<file path="src/rtl/instruction_loader.sv">
// Assembles a big-endian byte stream into words and writes them to instruction memory.
// Latency: the write strobe is registered and appears 1 cycle after the last byte of each word.
// Backpressure: none; a byte arriving during the WRITE cycle is kept as the next word's first byte.
module instruction_loader #(
    parameter int                   BITS_SIZE  = 32,
    parameter int                   SIZE_TOTAL = 256,
    parameter int                   BYTE_SIZE  = 8,
    parameter logic [BITS_SIZE-1:0] HALT_WORD  = 32'hFFFF_FFFF
) (
    input  logic                 i_clk,
    input  logic                 i_reset,
    input  logic                 i_start,
    input  logic [BYTE_SIZE-1:0] i_rx_data,
    input  logic                 i_rx_done,
    output logic [BITS_SIZE-1:0] o_instruction_address,
    output logic [BITS_SIZE-1:0] o_instruction,
    output logic                 o_flag_write_intruc,
    output logic                 o_busy,
    output logic                 o_load_done,
    output logic                 o_overflow,
    output logic [BITS_SIZE-1:0] o_word_count
);

    localparam int BYTES = BITS_SIZE / BYTE_SIZE;
    localparam int CNT_W = (BYTES > 1) ? $clog2(BYTES) : 1;
    localparam logic [BITS_SIZE-1:0] LAST_ADDR = BITS_SIZE'(SIZE_TOTAL - BYTES);
    localparam logic [BITS_SIZE-1:0] ADDR_STEP = BITS_SIZE'(BYTES);
    localparam logic [CNT_W-1:0]     LAST_BYTE = CNT_W'(BYTES - 1);

    typedef enum logic [1:0] {
        IDLE    = 2'd0,
        RECEIVE = 2'd1,
        WRITE   = 2'd2,
        DONE    = 2'd3
    } state_t;

    state_t               state;
    logic [CNT_W-1:0]     byte_cnt;
    logic [BITS_SIZE-1:0] shift_reg;
    logic [BITS_SIZE-1:0] shifted;

    assign shifted = {shift_reg[BITS_SIZE-BYTE_SIZE-1:0], i_rx_data};

    always_ff @(posedge i_clk) begin
        if (i_reset) begin
            state                 <= IDLE;
            byte_cnt              <= '0;
            shift_reg             <= '0;
            o_instruction_address <= '0;
            o_instruction         <= '0;
            o_word_count          <= '0;
            o_flag_write_intruc   <= 1'b0;
            o_busy                <= 1'b0;
            o_load_done           <= 1'b0;
            o_overflow            <= 1'b0;
        end else begin
            case (state)
                IDLE, DONE: begin
                    if (i_start) begin
                        state                 <= RECEIVE;
                        byte_cnt              <= '0;
                        o_instruction_address <= '0;
                        o_word_count          <= '0;
                        o_busy                <= 1'b1;
                        o_load_done           <= 1'b0;
                        o_overflow            <= 1'b0;
                    end
                end
                RECEIVE: begin
                    if (i_rx_done) begin
                        shift_reg <= shifted;
                        if (byte_cnt == LAST_BYTE) begin
                            byte_cnt            <= '0;
                            o_instruction       <= shifted;
                            o_flag_write_intruc <= 1'b1;
                            state               <= WRITE;
                        end else begin
                            byte_cnt <= byte_cnt + 1'b1;
                        end
                    end
                end
                WRITE: begin
                    o_flag_write_intruc <= 1'b0;
                    o_word_count        <= o_word_count + BITS_SIZE'(1);
                    if (o_instruction == HALT_WORD) begin
                        state       <= DONE;
                        o_busy      <= 1'b0;
                        o_load_done <= 1'b1;
                    end else if (o_instruction_address == LAST_ADDR) begin
                        state       <= DONE;
                        o_busy      <= 1'b0;
                        o_load_done <= 1'b1;
                        o_overflow  <= 1'b1;
                    end else begin
                        state                 <= RECEIVE;
                        o_instruction_address <= o_instruction_address + ADDR_STEP;
                        // A byte landing in this cycle opens the next word.
                        if (i_rx_done) begin
                            shift_reg <= shifted;
                            byte_cnt  <= CNT_W'(1);
                        end else begin
                            byte_cnt <= '0;
                        end
                    end
                end
                default: state <= IDLE;
            endcase
        end
    end

endmodule

</file>
<file path="config.mk">
export PLATFORM = sky130hd
export DESIGN_NAME = instruction_loader
export DESIGN_NICKNAME = d
export VERILOG_FILES = /design/src/rtl/instruction_loader.sv
export SDC_FILE = /design/constraint.sdc
export NUM_CORES = 1
export LEC_CHECK = 0
export CAP_MARGIN = 5
export CORE_ASPECT_RATIO = 1.2
export CORE_MARGIN = 10
export CORE_UTILIZATION = 55
export CTS_CLUSTER_DIAMETER = 60
export CTS_CLUSTER_SIZE = 20
export DETAILED_ROUTE_END_ITERATION = 10
export PLACE_DENSITY_LB_ADDON = 0.3
export REMOVE_ABC_BUFFERS = 1
export SYNTH_ARGS = -nofsm -noshare
export SYNTH_HDL_FRONTEND = slang
export SYNTH_SLANG_ARGS = --single-unit
</file>
<file path="constraint.sdc">
create_clock -name i_clk -period 7 [get_ports i_clk]
set_input_delay 1.4 -clock i_clk [delete_from_list [all_inputs] [get_ports i_clk]]
set_output_delay 1.4 -clock i_clk [all_outputs]
set_load 0.02 [all_outputs]
</file>
==> flow_metrics.env <==
export IMPL_final_nets=785
export IMPL_synthMuxAreaShare_pct=4.99
export IMPL_slew_violations=0
export IMPL_synth_area_top_cells="dfxtp_1 45%, nand2_1 7.8%, a21oi_1 4.9%"
export IMPL_clk_pin_slew_ps=50
export IMPL_finalWorstPathRequiredPeriod_ps=3410
export IMPL_grt_pass1_wl_mm=24.7
export IMPL_synth_compound_area_share_pct=10.0
export IMPL_synth_flop_cell="dfxtp_1"
export IMPL_wl_mm=15.3
export IMPL_path_class="in2reg"
export IMPL_chipHeight_um=131
export IMPL_hold_slack_ps=456
export IMPL_rsz0062_at_grt="false"
export IMPL_drt_pass1_iter_count=7
export IMPL_p_per_area_nw_per_um2=253
export IMPL_synth_edf_count=0
export IMPL_switching_share_pct=24.0
export IMPL_antenna_found_initial=0
export IMPL_cts_max_level=4
export IMPL_r2r_slack_ps=3980
export IMPL_cap_violations=0
export IMPL_die_w_um=112
export IMPL_seq_area_um2=2520
export IMPL_drive_above_1_share_pct=5.78
export IMPL_cts_tree="built"
export IMPL_endpoint="o_word_count[29]"
export IMPL_grt_usage_pct=20.1
export IMPL_combPwrFrac_pct=9.9
export IMPL_drcViolationCount=0
export IMPL_period_share_pct=48.7
export IMPL_multiInputGateArea_um2=2830
export IMPL_total_power_mw=1.85
export IMPL_pin_count=112
export IMPL_syn_inst=674
export IMPL_required_ps=7300
export IMPL_cp_end_kind="flip-flop"
export IMPL_synthSimpleGateAreaFrac_pct=29.8
export IMPL_cp_arrival_ps=3700
export IMPL_dp_hpwl_mm=10.5
export IMPL_ys_warn_count=0
export IMPL_yosysTopAreaCell="dfxtp_1"
export IMPL_cts_setup_buffers=0
export IMPL_postCtsHoldBufs=0
export IMPL_synth_area_per_cell_um2=8.38
export IMPL_fin_tns_setup_ps=0
export IMPL_ys_types=55
export IMPL_cp_max_fo=9
export IMPL_drt_initial_drc_count=299
export IMPL_reg_top3="o_instruction (32), o_word_count (32), o_instruction_address (30)"
export IMPL_synth_top_family_by_area="simple AND/OR/NAND/NOR gates"
export IMPL_rows=40
export IMPL_finalHoldViolCount=0
export IMPL_root_buffer="clkbuf_16"
export IMPL_worst_r2r_cell_count=9
export IMPL_skew_ps=9.46
export IMPL_worstSetupStartpointType="input port"
export IMPL_fmax_mhz=294
export IMPL_status="complete, no violations"
export IMPL_synth_xor_area_share_pct=3.88
export IMPL_place_gp_congestion=0.843
export IMPL_synthesis_area_um2=5650
export IMPL_min_path_type="reg2reg"
export IMPL_cts_buffers=17
export IMPL_area_delta_synth_final_pct=29.2
export IMPL_internal_power_mw=1.41
export IMPL_clkPwrFrac_pct=49.8
export IMPL_initial_core_util_pct=56.4
export IMPL_io_buffers=109
export IMPL_antenna_left=0
export IMPL_wl_per_cell_um=16.9
export IMPL_r2r_start="state[0]"
export IMPL_cts_max_path_buffers=2
export IMPL_core_area_um2=10000
export IMPL_power_switching_mw=0.443
export IMPL_yosysTopAreaCellShare_pct=44.7
export IMPL_dieArea_um2=14700
export IMPL_async_reset_ff_share_pct=0
export IMPL_post_synth_top_count_cell="dfxtp_1"
export IMPL_grt_start_max_net_pins=92
export IMPL_yosysSeqAreaShare_pct=44.7
export IMPL_vias=5326
export IMPL_setup_viol=0
export IMPL_seq_power_share_pct=40.4
export IMPL_grt_pass1_vias=5177
export IMPL_postCtsResizedCells=0
export IMPL_power_leakage_nw=2.51
export IMPL_overflow=0
export IMPL_antenna_cells=0
export IMPL_ir_drop_uv=201
export IMPL_n_fill_cell=744
export IMPL_startpoint="i_start"
export IMPL_clock_latency_ps=420
export IMPL_ys_top_cells_by_count="126 x dfxtp_1, 117 x nand2_1, 66 x nor2_1, 55 x a21oi_1, 35 x nand3_1"
export IMPL_tightest_slew_ps=1230
export IMPL_slew_headroom_pct=17.5
export IMPL_vias_per_cell=5.89
export IMPL_ys_seq_elements=126
export IMPL_cts_sinks=126
export IMPL_synth_fa_ha_area_share_pct=1.33
export IMPL_r2r_end="o_instruction_address[8]"
[worst min path at each step]
stage	start	end	slack (ps)	depth (start not counted)
global placement	shift_reg[21]	o_instruction[29]	440	2
floorplan	shift_reg[16]	o_instruction[24]	430	2
detailed placement	shift_reg[16]	o_instruction[24]	450	2
finish	shift_reg[16]	o_instruction[24]	460	2
global route	shift_reg[23]	o_instruction[31]	480	2
CTS	shift_reg[16]	o_instruction[24]	450	2
[power by group through the flow]
| stage | Clock [mW] | Sequential [mW] | Combinational, mW |
|---|---|---|---|
| 6_report | 0.920 | 0.746 | 0.182 |
| 5_1_grt | 0.965 | 0.747 | 0.199 |
| 4_1_cts | 0.926 | 0.746 | 0.182 |
| 3_5_place_dp | 0 | 0.760 | 0.180 |
| 3_3_place_gp | 0 | 0.760 | 0.176 |
| 2_1_floorplan | 0 | 0.762 | 0.120 |
[critical path, cell delays in order]
cell	delay (ps)
clkdlybuf4s50_1	560
mux2i_1	190
and4bb_1	450
or4b_1	630
nor3_1	250
xnor2_1	150
nor2_1	60
[final cells by class]
cell class	count	share of cell area (%)
clock buffer	20	6.26
clock inverter	11	2.26
timing repair buffer	113	15.3
inverter	12	0.617
sequential	126	34.6
tap	126	2.16
multi-input combinational	497	38.8
[per-stage QoR]
step	instance area, um2	util (%)	cells	setup WS [ps]
CTS	7290	72.9	905	3580
floorplan	5400	-	635	3740
finish	7290	72.9	905	3590
global placement	6670	66.7	874	3280
global route	7290	72.9	905	3440
detailed placement	6670	66.7	874	3180
[routing by layer]
metal	track usage (%)	vias to the layer above	share of wire, %
li1	-	2562	-
met3	6.98	32	7.3
met1	21.7	2541	39
met4	8.52	0	1.9
met2	35.3	191	52
met5	0	-	0
[cells by family (layout without fill, tap and decap cells)]
kind of cell,count (synthesis),after routing
compound gates,97,97
xor+xnor,25,25
fa+ha+maj,6,6
buf+inv,52,156
flops,126,126
mux,28,28
other cells,1,2
simple gates,339,339
[cells in the final DEF, fill, tap and decap left out, types with 5 or more instances in the layout]
| master | n |
|---|---|
| nor2b_1 | 5 |
| inv_1 | 12 |
| nand4_1 | 19 |
| nor4_1 | 10 |
| ha_1 | 6 |
| mux2i_1 | 27 |
| and2_1 | 5 |
| or3_1 | 16 |
| nor3_1 | 15 |
| nand3_1 | 35 |
| a21oi_1 | 55 |
| clkbuf_16 | 17 |
| nor2_1 | 66 |
| a31oi_1 | 11 |
| nand2_1 | 117 |
| or4_1 | 17 |
| and3_1 | 9 |
| o21ai_0 | 10 |
| xor2_1 | 16 |
| xnor2_1 | 9 |
| dfxtp_1 | 126 |
| clkdlybuf4s50_1 | 108 |
(Power assumes the default switching activity.)
